==> config.mk <==
export PLATFORM = sky130hd
export DESIGN_NAME = hazard_stall_unit
export DESIGN_NICKNAME = d
export VERILOG_FILES = /design/src/rtl/hazard_stall_unit.sv
export SDC_FILE = /design/constraint.sdc
export NUM_CORES = 1
export LEC_CHECK = 0
export CORE_MARGIN = 3
export CORE_UTILIZATION = 37
export CTS_CLUSTER_DIAMETER = 80
export DETAILED_ROUTE_END_ITERATION = 8
export DONT_BUFFER_PORTS = 1
export PLACE_DENSITY = 0.48
export SYNTH_ARGS = -nofsm -noshare
export SYNTH_HDL_FRONTEND = slang
export SYNTH_SLANG_ARGS = --single-unit
export TNS_END_PERCENT = 10
==> constraint.sdc <==
create_clock -name clk -period 5.3 [get_ports clk]
set_input_delay 0.53 -clock clk [delete_from_list [all_inputs] [get_ports clk]]
set_output_delay 0.53 -clock clk [all_outputs]
set_load 0.01 [all_outputs]
==> src/rtl/hazard_stall_unit.sv <==
// Stall/flush controller for the 5-stage MIPS pipeline: detects hazards that
// forwarding cannot cover, freezes PC/IF-ID, injects ID/EX bubbles, counts stalls.
module hazard_stall_unit (
  input  logic        clk,
  input  logic        rst,
  input  logic [4:0]  IFIdRs,
  input  logic [4:0]  IFIdRt,
  input  logic [5:0]  IFIdOp,
  input  logic        IDExMemRead,
  input  logic        IDExRegWrite,
  input  logic [4:0]  IDExWr,
  input  logic        ExMemMemRead,
  input  logic [4:0]  ExMemWr,
  input  logic        branchTaken,
  input  logic        jump,
  output logic        pcWrite,
  output logic        ifIdWrite,
  output logic        ctrlFlush,
  output logic        ifIdFlush,
  output logic        stalled,
  output logic [15:0] stallCycles
);

  localparam logic [5:0] OP_RTYPE = 6'b000000;
  localparam logic [5:0] OP_J     = 6'b000010;
  localparam logic [5:0] OP_JAL   = 6'b000011;
  localparam logic [5:0] OP_BEQ   = 6'b000100;
  localparam logic [5:0] OP_BNE   = 6'b000101;
  localparam logic [5:0] OP_SW    = 6'b101011;

  typedef enum logic {IDLE, HOLD} state_t;

  state_t      state_q, state_d;
  logic [1:0]  cnt_q, cnt_d;
  logic        use_rs, use_rt, is_branch;
  logic        hit_ex, hit_mem;
  logic [1:0]  need;
  logic        stall;

  // Hazard detection; forced off while reset is held.
  always_comb begin
    use_rs    = !(IFIdOp == OP_J || IFIdOp == OP_JAL);
    use_rt    = (IFIdOp == OP_RTYPE) || (IFIdOp == OP_BEQ) ||
                (IFIdOp == OP_BNE)   || (IFIdOp == OP_SW);
    is_branch = (IFIdOp == OP_BEQ) || (IFIdOp == OP_BNE);
    hit_ex    = (IDExWr != 5'd0) &&
                ((use_rs && IFIdRs == IDExWr) || (use_rt && IFIdRt == IDExWr));
    hit_mem   = (ExMemWr != 5'd0) &&
                ((use_rs && IFIdRs == ExMemWr) || (use_rt && IFIdRt == ExMemWr));
    need = 2'd0;
    if (rst) begin
      if (IDExMemRead && hit_ex)
        need = is_branch ? 2'd2 : 2'd1;
      else if (is_branch && ((IDExRegWrite && hit_ex) || (ExMemMemRead && hit_mem)))
        need = 2'd1;
    end
  end

  always_ff @(posedge clk or negedge rst) begin
    if (!rst) begin
      state_q <= IDLE;
      cnt_q   <= 2'd0;
    end else begin
      state_q <= state_d;
      cnt_q   <= cnt_d;
    end
  end

  // HOLD ignores detection so a load->branch pair always gets two bubbles.
  always_comb begin
    state_d = state_q;
    cnt_d   = cnt_q;
    stall   = 1'b0;
    case (state_q)
      IDLE: begin
        stall = (need != 2'd0);
        if (need == 2'd2) begin
          state_d = HOLD;
          cnt_d   = 2'd1;
        end
      end
      HOLD: begin
        stall = 1'b1;
        cnt_d = cnt_q - 2'd1;
        if (cnt_q <= 2'd1) begin
          state_d = IDLE;
          cnt_d   = 2'd0;
        end
      end
      default: begin
        state_d = IDLE;
        cnt_d   = 2'd0;
      end
    endcase
  end

  assign stalled   = rst && stall;
  assign pcWrite   = !stalled;
  assign ifIdWrite = !stalled;
  assign ctrlFlush = stalled;
  // A pending stall means the branch compare used stale operands: no flush.
  assign ifIdFlush = rst && !stalled && (branchTaken || jump);

  always_ff @(posedge clk or negedge rst) begin
    if (!rst)
      stallCycles <= 16'd0;
    else if (stalled && stallCycles != 16'hFFFF)
      stallCycles <= stallCycles + 16'd1;
  end

endmodule

==> metrics.md, run 1 <==
| Metric | Value |
|---|---|
| WL final | 2880 um |
| Post CTS Setup Buffer Count | 0 |
| Distinct cell type count after synthesis | 40 |
| Worst Skew | 0.00728 ns |
| I/O Buffers | 0 |
| Critical Path End | ctrlFlush |
| Clock transition at path regs | 0.07 ns |
| Tightest Pin Transition | 0.861 ns |
| R2R Path Start | stallCycles[2] |
| Via count | 994 |
| Largest net degree at the start of global routing | 20 |
| Critical path endpoint category | output pin |
| Clock root buffer master | clkbuf_8 |
| CTS Buf Count | 3 |
| CP Cell Sequence | or2_2 -> nor4b_4 -> nor4_1 -> o211ai_1 -> a21boi_2 -> or2_1 -> nand2_1 -> inv_1 |
| Synth Area per Inst | 9.44 um^2 |
| Routed Antenna Nets | 0 |
| Synth warnings | 0 |
| First drt pass iteration count | 4 |
| Critical Path AT | 2.30 ns |
| Global placement routability congestion | 0.759 |
| Vias per inst | 5.20 |
| Unrepaired setup endpoints after global routing | false |
| Min Hold Slack | 0.442 ns |
| Initial Util | 39.5% |
| Seq/Total Area, Yosys | 35.0% |
| GRT Util Overall | 14.7% |
| Area Growth Syn to Fin | 6.16% |
| Crit share post-route | 53.4% |
| Chip width | 66.6 um |
| Worst slack, placed | 2.45 ns |
| Post-Synthesis Cell Area | 1360 um^2 |
| Final Hold Fails | 0 |
| Die Ht | 66.6 um |
| Slew margin rel. | 42.4% |
| WP data required | 4.77 ns |
| CTS tree | built |
| Peak Freq | 353 MHz |
| DP HPWL | 2260 um |
| CTS Buffer Depth | 2 |
| Global-route wire length before repair | 5000 um |
| Number of H-tree levels | 1 |
| Crit path launch type | primary input |
| Final setup fails | 0 |
| Drt drc | 0 |
| Crit path launch | IFIdOp[3] |
| Share of layout cells above drive strength 1 | 12.4% |
| Max stage delay on crit path | 0.32 ns |
| Antenna diode count | 0 |
| Final Max Slew Viols | 0 |
| Die area | 4440 um^2 |
| HP Start | IDExMemRead |
| Outcome | completed |
| Vias in the first global route | 1100 |
| Fin crit period | 2.83 ns |
| I/O pin total | 54 |
| Reg-to-Reg End | stallCycles[1] |
| Initial antenna violation count | 0 |
| Grt ovf | 0 |
| Final worst slack | 2.47 ns |
| Worst-Skew Late Latency | 0.25 ns |
| Power per cell area | 231 nW/um^2 |
| Wire length per cell | 15.1 um |
| Core Rows | 21 |
| Register-to-Register Path Depth | 7 |
| R2r setup slk | 3.06 ns |
| Nets | 180 |
| Max-Cap Viols | 0 |
| Static leakage | 0.585 nW |
| CTS Sinks | 19 |
| Post-synthesis cell count | 144 |
| Synth Register Bits | 19 |
| Worst vdd ir | 126 uV |
| Crit Path Max Fanout | 6 |
| Initial DRC Count | 61 |
| Syn nets | 178 |
| Setup_tns | 0 ns |
| Core area | 3440 um^2 |
| Critical path class | primary input to output pin |
| Worst min-delay path class | primary input to flip-flop |
| Slowest CP cell | nor4b_4 |
==> per-stage QoR <==
step                      total power [mW]  cells  util [%]  cell area, um^2
final                                0.334    191      41.9             1440
after global placement               0.234    186      40.3             1390
after global routing                 0.360    191      41.9             1440
after floorplan                      0.220    144         -             1360
after CTS                            0.341    191      41.9             1440
after detailed placement             0.236    186      40.3             1390
==> how the worst min path moves through the flow <==
stage,end,slack (ns),cells after the start
final,state_q,0.44,2
after floorplan,cnt_q[0],0.23,0
after global placement,stallCycles[5],0.24,0
after detailed placement,stallCycles[4],0.23,0
after CTS,state_q,0.43,2
after global routing,state_q,0.45,2
==> registers in the layout, indices dropped and copies added (netlist names) <==
register / flops
cnt_q: 2
stallCycles: 16
state_q: 1
==> cell families after synthesis <==
logic type / share of synthesized area, %
muxes: 0.828
DFF: 35.0
buffers and inverters: 3.59
xor gates and xnor gates: 21.3
adders and majority gates: 0.920
AOI/OAI and AO/OA: 8.65
and+or+nand+nor: 29.8
==> layout make-up <==
cell class,instances,area [um^2]
fill,352,2000
clock inverter,1,5.00
tap,46,57.6
inverter,5,18.8
sequential,19,475
clock buffer,3,41.3
multi-input combinational,116,836
timing repair buffer,1,10.0
==> synth_stat cells <==
master	number	area (um^2)
nor4_1	5	31.3
and3_1	4	25.0
o21ai_4	1	16.3
nor4_2	2	25.0
nor2_4	1	11.3
nand3_1	12	60.1
o211ai_1	1	7.51
nor4_4	1	21.3
or2_1	1	6.26
a22oi_1	1	7.51
or4_4	1	11.3
nor4b_4	1	23.8
nor2_1	11	41.3
nand2b_1	1	6.26
nor2b_1	2	12.5
mux2_1	1	11.3
xnor2_1	18	158
o211ai_4	1	21.3
inv_1	5	18.8
a31oi_1	1	6.26
buf_6	1	11.3
nor3_2	3	30.0
or3_1	1	6.26
nand4_1	1	6.26
ha_1	1	12.5
o31ai_1	1	7.51
nor3_1	2	10.0
a21oi_1	3	15.0
buf_4	2	15.0
or2_2	1	6.26
o21ai_0	4	20.0
clkbuf_1	1	3.75
nor3b_1	1	7.51
xor2_1	15	131
nand2_1	13	48.8
dfrtp_1	19	475
nand2_2	1	6.26
nor4b_1	1	8.76
a21boi_2	1	11.3
o21ai_1	1	5.00
==> timing repair <==
item | 4_1_cts | 5_1_grt
hold buffers | 1 | 0
hold endpoints to repair | 19 | 0
gates resized for setup | 0 | 0
==> report_power, final <==
group / internal [mW] / leakage (nW) / switching (mW)
Clock: 0.0522 / 0.0255 / 0.0470
Sequential: 0.155 / 0.256 / 0.0216
Combinational: 0.0265 / 0.304 / 0.0315
==> worst max-delay path: cells and delay by family <==
kind            cells  cell delay, ns
compound gates      2            0.34
simple gates        5            1.25
buf+inv             1            0.16
==> layer usage <==
layer  GRT usage, %  share of wire [%]  vias up
li1               -                  -      497
met1           19.4                 45      469
met2           23.0                 48       26
met3           6.07                6.9        2
met4           1.52               0.35        0
met5              0                  0        -
==> layout by cell type, fill, tap and decap left out, drive strengths merged, types with 4 or more instances in the layout <==
cell | synthesis | routed
nor4 | 8 | 8
o21ai | 6 | 6
nor3 | 5 | 5
xnor2 | 18 | 18
nor2 | 12 | 12
inv | 5 | 5
and3 | 4 | 4
nand2 | 14 | 14
xor2 | 15 | 15
dfrtp | 19 | 19
nand3 | 12 | 12
Note: power is estimated with default switching activity, not from simulation.
==> run 2: changes to the inputs <==
--- a/config.mk
+++ b/config.mk
@@ -5,12 +5,13 @@
 export SDC_FILE = /design/constraint.sdc
 export NUM_CORES = 1
 export LEC_CHECK = 0
+export ABC_AREA = 1
 export CORE_MARGIN = 3
 export CORE_UTILIZATION = 37
 export CTS_CLUSTER_DIAMETER = 80
 export DETAILED_ROUTE_END_ITERATION = 8
 export DONT_BUFFER_PORTS = 1
-export PLACE_DENSITY = 0.48
+export PLACE_DENSITY = 0.5
 export SYNTH_ARGS = -nofsm -noshare
 export SYNTH_HDL_FRONTEND = slang
 export SYNTH_SLANG_ARGS = --single-unit
==> constraint.sdc (replaced) <==
create_clock -name clk -period 2.4 [get_ports clk]
set_input_delay 0.24 -clock clk [delete_from_list [all_inputs] [get_ports clk]]
set_output_delay 0.24 -clock clk [all_outputs]
set_load 0.01 [all_outputs]
==> metrics.md, run 2 <==
| Metric | Value |
|---|---|
| Outcome | completed (unchanged) |
| Share of layout cells above drive strength 1 | 7.69% (was 12.4%) |
| Global-route wire length before repair | 7210 um (was 5000 um) |
| Vias in the first global route | 1523 (was 1100) |
| Unrepaired setup endpoints after global routing | false (unchanged) |
| Seq/Total Area, Yosys | 28.4% (was 35.0%) |
| Top-count cell post-synth | nand2_1 (was dfrtp_1) |
| Reg with most FFs | stallCycles (unchanged) |
| Worst Skew | 0.00224 ns (was 0.00728 ns) |
| FILL cells | 454 (was 352) |
| Final Max Slew Viols | 0 (unchanged) |
| Clock root buffer master | clkbuf_8 (unchanged) |
| First drt pass iteration count | 4 (unchanged) |
| Synth top area cells | dfrtp_1 (28%), nand2_1 (17%), xor2_1 (7.9%) (was dfrtp_1 (35%), xnor2_1 (12%), xor2_1 (9.7%)) |
| Die area | 5360 um^2 (was 4440 um^2) |
| Antenna diode count | 0 (unchanged) |
| Die Ht | 73.2 um (was 66.6 um) |
| Grt ovf | 0 (unchanged) |
| R2R Path Start | stallCycles[1] (was stallCycles[2]) |
| Register-to-Register Path Depth | 7 (unchanged) |
| DP HPWL | 3140 um (was 2260 um) |
| Commonest non-fill, non-tap cells in the layout | nand2_1 (77), inv_1 (31), nor2_1 (20), dfrtp_1 (19), nand4_1 (18) (was dfrtp_1 (19), xnor2_1 (18), xor2_1 (15), nand2_1 (13), nand3_1 (12)) |
| Synth Area per Inst | 6.80 um^2 (was 9.44 um^2) |
| Wire length per cell | 13.9 um (was 15.1 um) |
| Worst vdd ir | 169 uV (was 126 uV) |
| Core area | 4170 um^2 (was 3440 um^2) |
| Routed Antenna Nets | 0 (unchanged) |
| Synth warnings | 0 (unchanged) |
| Crit share post-route | 89.4% |
| Crit Path Max Fanout | 15 (was 6) |
| R2r setup slk | 0.25 ns (was 3.06 ns) |
| Synth Register Bits | 19 (unchanged) |
| Top cell type's share of synthesized area | 28.4% (was 35.0%) |
| CTS Buffer Depth | 2 (unchanged) |
| CTS Sinks | 19 (unchanged) |
| Static leakage | 0.847 nW (was 0.585 nW) |
| Initial antenna violation count | 0 (unchanged) |
| Largest registers | stallCycles (16), cnt_q (2), state_q (1) (unchanged) |
| Commonest non-fill, non-tap cell in the layout | nand2_1 (was dfrtp_1) |
| I/O pin total | 54 (unchanged) |
| WP data required | 2.60 ns (was 4.77 ns) |
| Drt drc | 0 (unchanged) |
| Layout Utilization | 41.6% (was 41.9%) |
| Slew margin rel. | 39.9% (was 42.4%) |
| Post-Synthesis Cell Area | 1670 um^2 (was 1360 um^2) |
| Core Rows | 23 (was 21) |
| Final Hold Fails | 0 (unchanged) |
| Max-Cap Viols | 0 (unchanged) |
| Tightest Pin Transition | 0.899 ns (was 0.861 ns) |
| Initial DRC Count | 53 (was 61) |
| Area leader, netlist | dfrtp_1 (unchanged) |
| Syn nets | 280 (was 178) |
| Crit path launch | stallCycles[1] (was IFIdOp[3]) |
| Critical path endpoint category | flip-flop (was output pin) |
| I/O Buffers | 0 (unchanged) |
| Final setup fails | 0 (unchanged) |
| Max FFs per register | 16 (unchanged) |
| Vias per inst | 4.96 (was 5.20) |
| Initial Util | 40.1% (was 39.5%) |
| Area Growth Syn to Fin | 3.82% (was 6.16%) |
| Post-cts gate resize count | 0 (unchanged) |
| Crit path launch type | flip-flop (was primary input) |
| Power per cell area | 434 nW/um^2 (was 231 nW/um^2) |
| Worst-Skew Late Latency | 0.26 ns (was 0.25 ns) |
| Worst min-delay path class | primary input to flip-flop (unchanged) |
| Distinct cell type count after synthesis | 27 (was 40) |
| Via count | 1473 (was 994) |
| Top_reg_cell synth | dfrtp_1 (unchanged) |
| WL final | 4140 um (was 2880 um) |
| Fin crit period | 2.15 ns |
| Clock transition at path regs | 0.08 ns (was 0.07 ns) |
| Critical Path AT | 2.35 ns (was 2.30 ns) |
| Final Power | 0.753 mW (was 0.334 mW) |
| Setup_tns | 0 ns (unchanged) |
| Critical Path End | stallCycles[15] (was ctrlFlush) |
| CTS Buf Count | 3 (unchanged) |
| Number of H-tree levels | 1 (unchanged) |
| Peak Freq | 466 MHz |
| Nets | 282 (was 180) |
| Post-synthesis cell count | 246 (was 144) |
| Async S/R FF share, synth | 100% (unchanged) |
| Critical path class | flip-flop to flip-flop (was primary input to output pin) |
| Reg-to-Reg End | stallCycles[15] (was stallCycles[1]) |
| Chip width | 73.2 um (was 66.6 um) |
| Commonest cells in the netlist | nand2_1 (77), inv_1 (31), nor2_1 (20) (was dfrtp_1 (19), xnor2_1 (18), xor2_1 (15)) |
| Global placement routability congestion | 0.827 (was 0.759) |
| Post-synth EDFFs | 0 (unchanged) |
| CTS tree | built (unchanged) |
| Largest net degree at the start of global routing | 24 (was 20) |
| GRT Util Overall | 17.1% (was 14.7%) |
-- run 2: cell types whose count changed in the layout (fill, tap and decap cells not counted), sizes merged, moves of 2 or more --
cell | before | now
and3 | 4 | 0
buf | 0 | 4
inv | 5 | 33
nand2 | 14 | 80
nand4 | 1 | 20
nor2 | 12 | 22
nor2b | 2 | 0
nor3 | 5 | 11
nor4 | 8 | 2
nor4b | 2 | 0
o211ai | 2 | 0
o21ai | 6 | 3
xnor2 | 18 | 13
-- run 2: critical path: stages, from the launching register on --
cell,delay [ns]
dfrtp_1,0.45
ha_1,0.25
inv_1,0.08
nor4_2,0.31
nand4_1,0.41
nand3_2,0.41
nand2_1,0.09
nand2_1,0.07
-- run 2: kinds of logic after synthesis --
logic type,share of synthesized area (%)
simple gates,41.4
flops,28.4
buf+inv,12.5
xor+xnor,14.7
fa+ha+maj,0.748
compound gates,2.25
-- run 2: worst min path at each step --
stage | start | to | slack (ns) | cells past startpoint
final | rst | stallCycles[4] | 0.12 | 2
after global routing | rst | stallCycles[5] | 0.12 | 2
after floorplan | rst | cnt_q[0] | -0.06 | 0
after global placement | rst | stallCycles[1] | -0.05 | 0
after CTS | rst | stallCycles[6] | 0.12 | 2
after detailed placement | rst | stallCycles[1] | -0.05 | 0
-- run 2: final cells by class --
| type | count | area, um^2 | area share [%] |
|---|---|---|---|
| flip-flops and latches | 19 | 475 | 27.4 |
| clock buffers | 3 | 41.3 | 2.38 |
| well taps | 50 | 62.6 | 3.60 |
| multi-input cells | 186 | 987 | 56.9 |
| inverters | 33 | 124 | 7.14 |
| clock inverters | 1 | 5.00 | 0.288 |
| repair buffers | 5 | 40.0 | 2.31 |
-- run 2: power breakdown --
part / switching [mW] / leakage [nW] / total [mW] / internal [mW]
Combinational: 0.0905 / 0.562 / 0.155 / 0.0648
Clock: 0.117 / 0.0255 / 0.233 / 0.116
Sequential: 0.0181 / 0.259 / 0.365 / 0.347
-- run 2: per-stage QoR --
step                area, um^2  hold WS (ns)  std cells  setup slack (ns)
global placement          1680       -0.0546        292             0.343
CTS                       1740         0.116        297             0.256
floorplan                 1670       -0.0556        246             0.548
detailed placement        1680       -0.0546        292             0.279
global route              1740         0.118        297            0.0319
finish                    1740         0.118        297             0.255
-- run 2: repair_timing --
| item | 4_1_cts | 5_1_grt |
|---|---|---|
| hold buffers | 1 | 0 |
| endpoints found under the hold margin | 19 | 0 |
| buffers inserted | 0 | 0 |
-- run 2: routing by layer --
| metal | GRT usage [%] | wire, um |
|---|---|---|
| met5 | 0 | 0 |
| met4 | 4.51 | 40 |
| met3 | 6.61 | 317 |
| met2 | 25.4 | 1740 |
| met1 | 23.1 | 2040 |
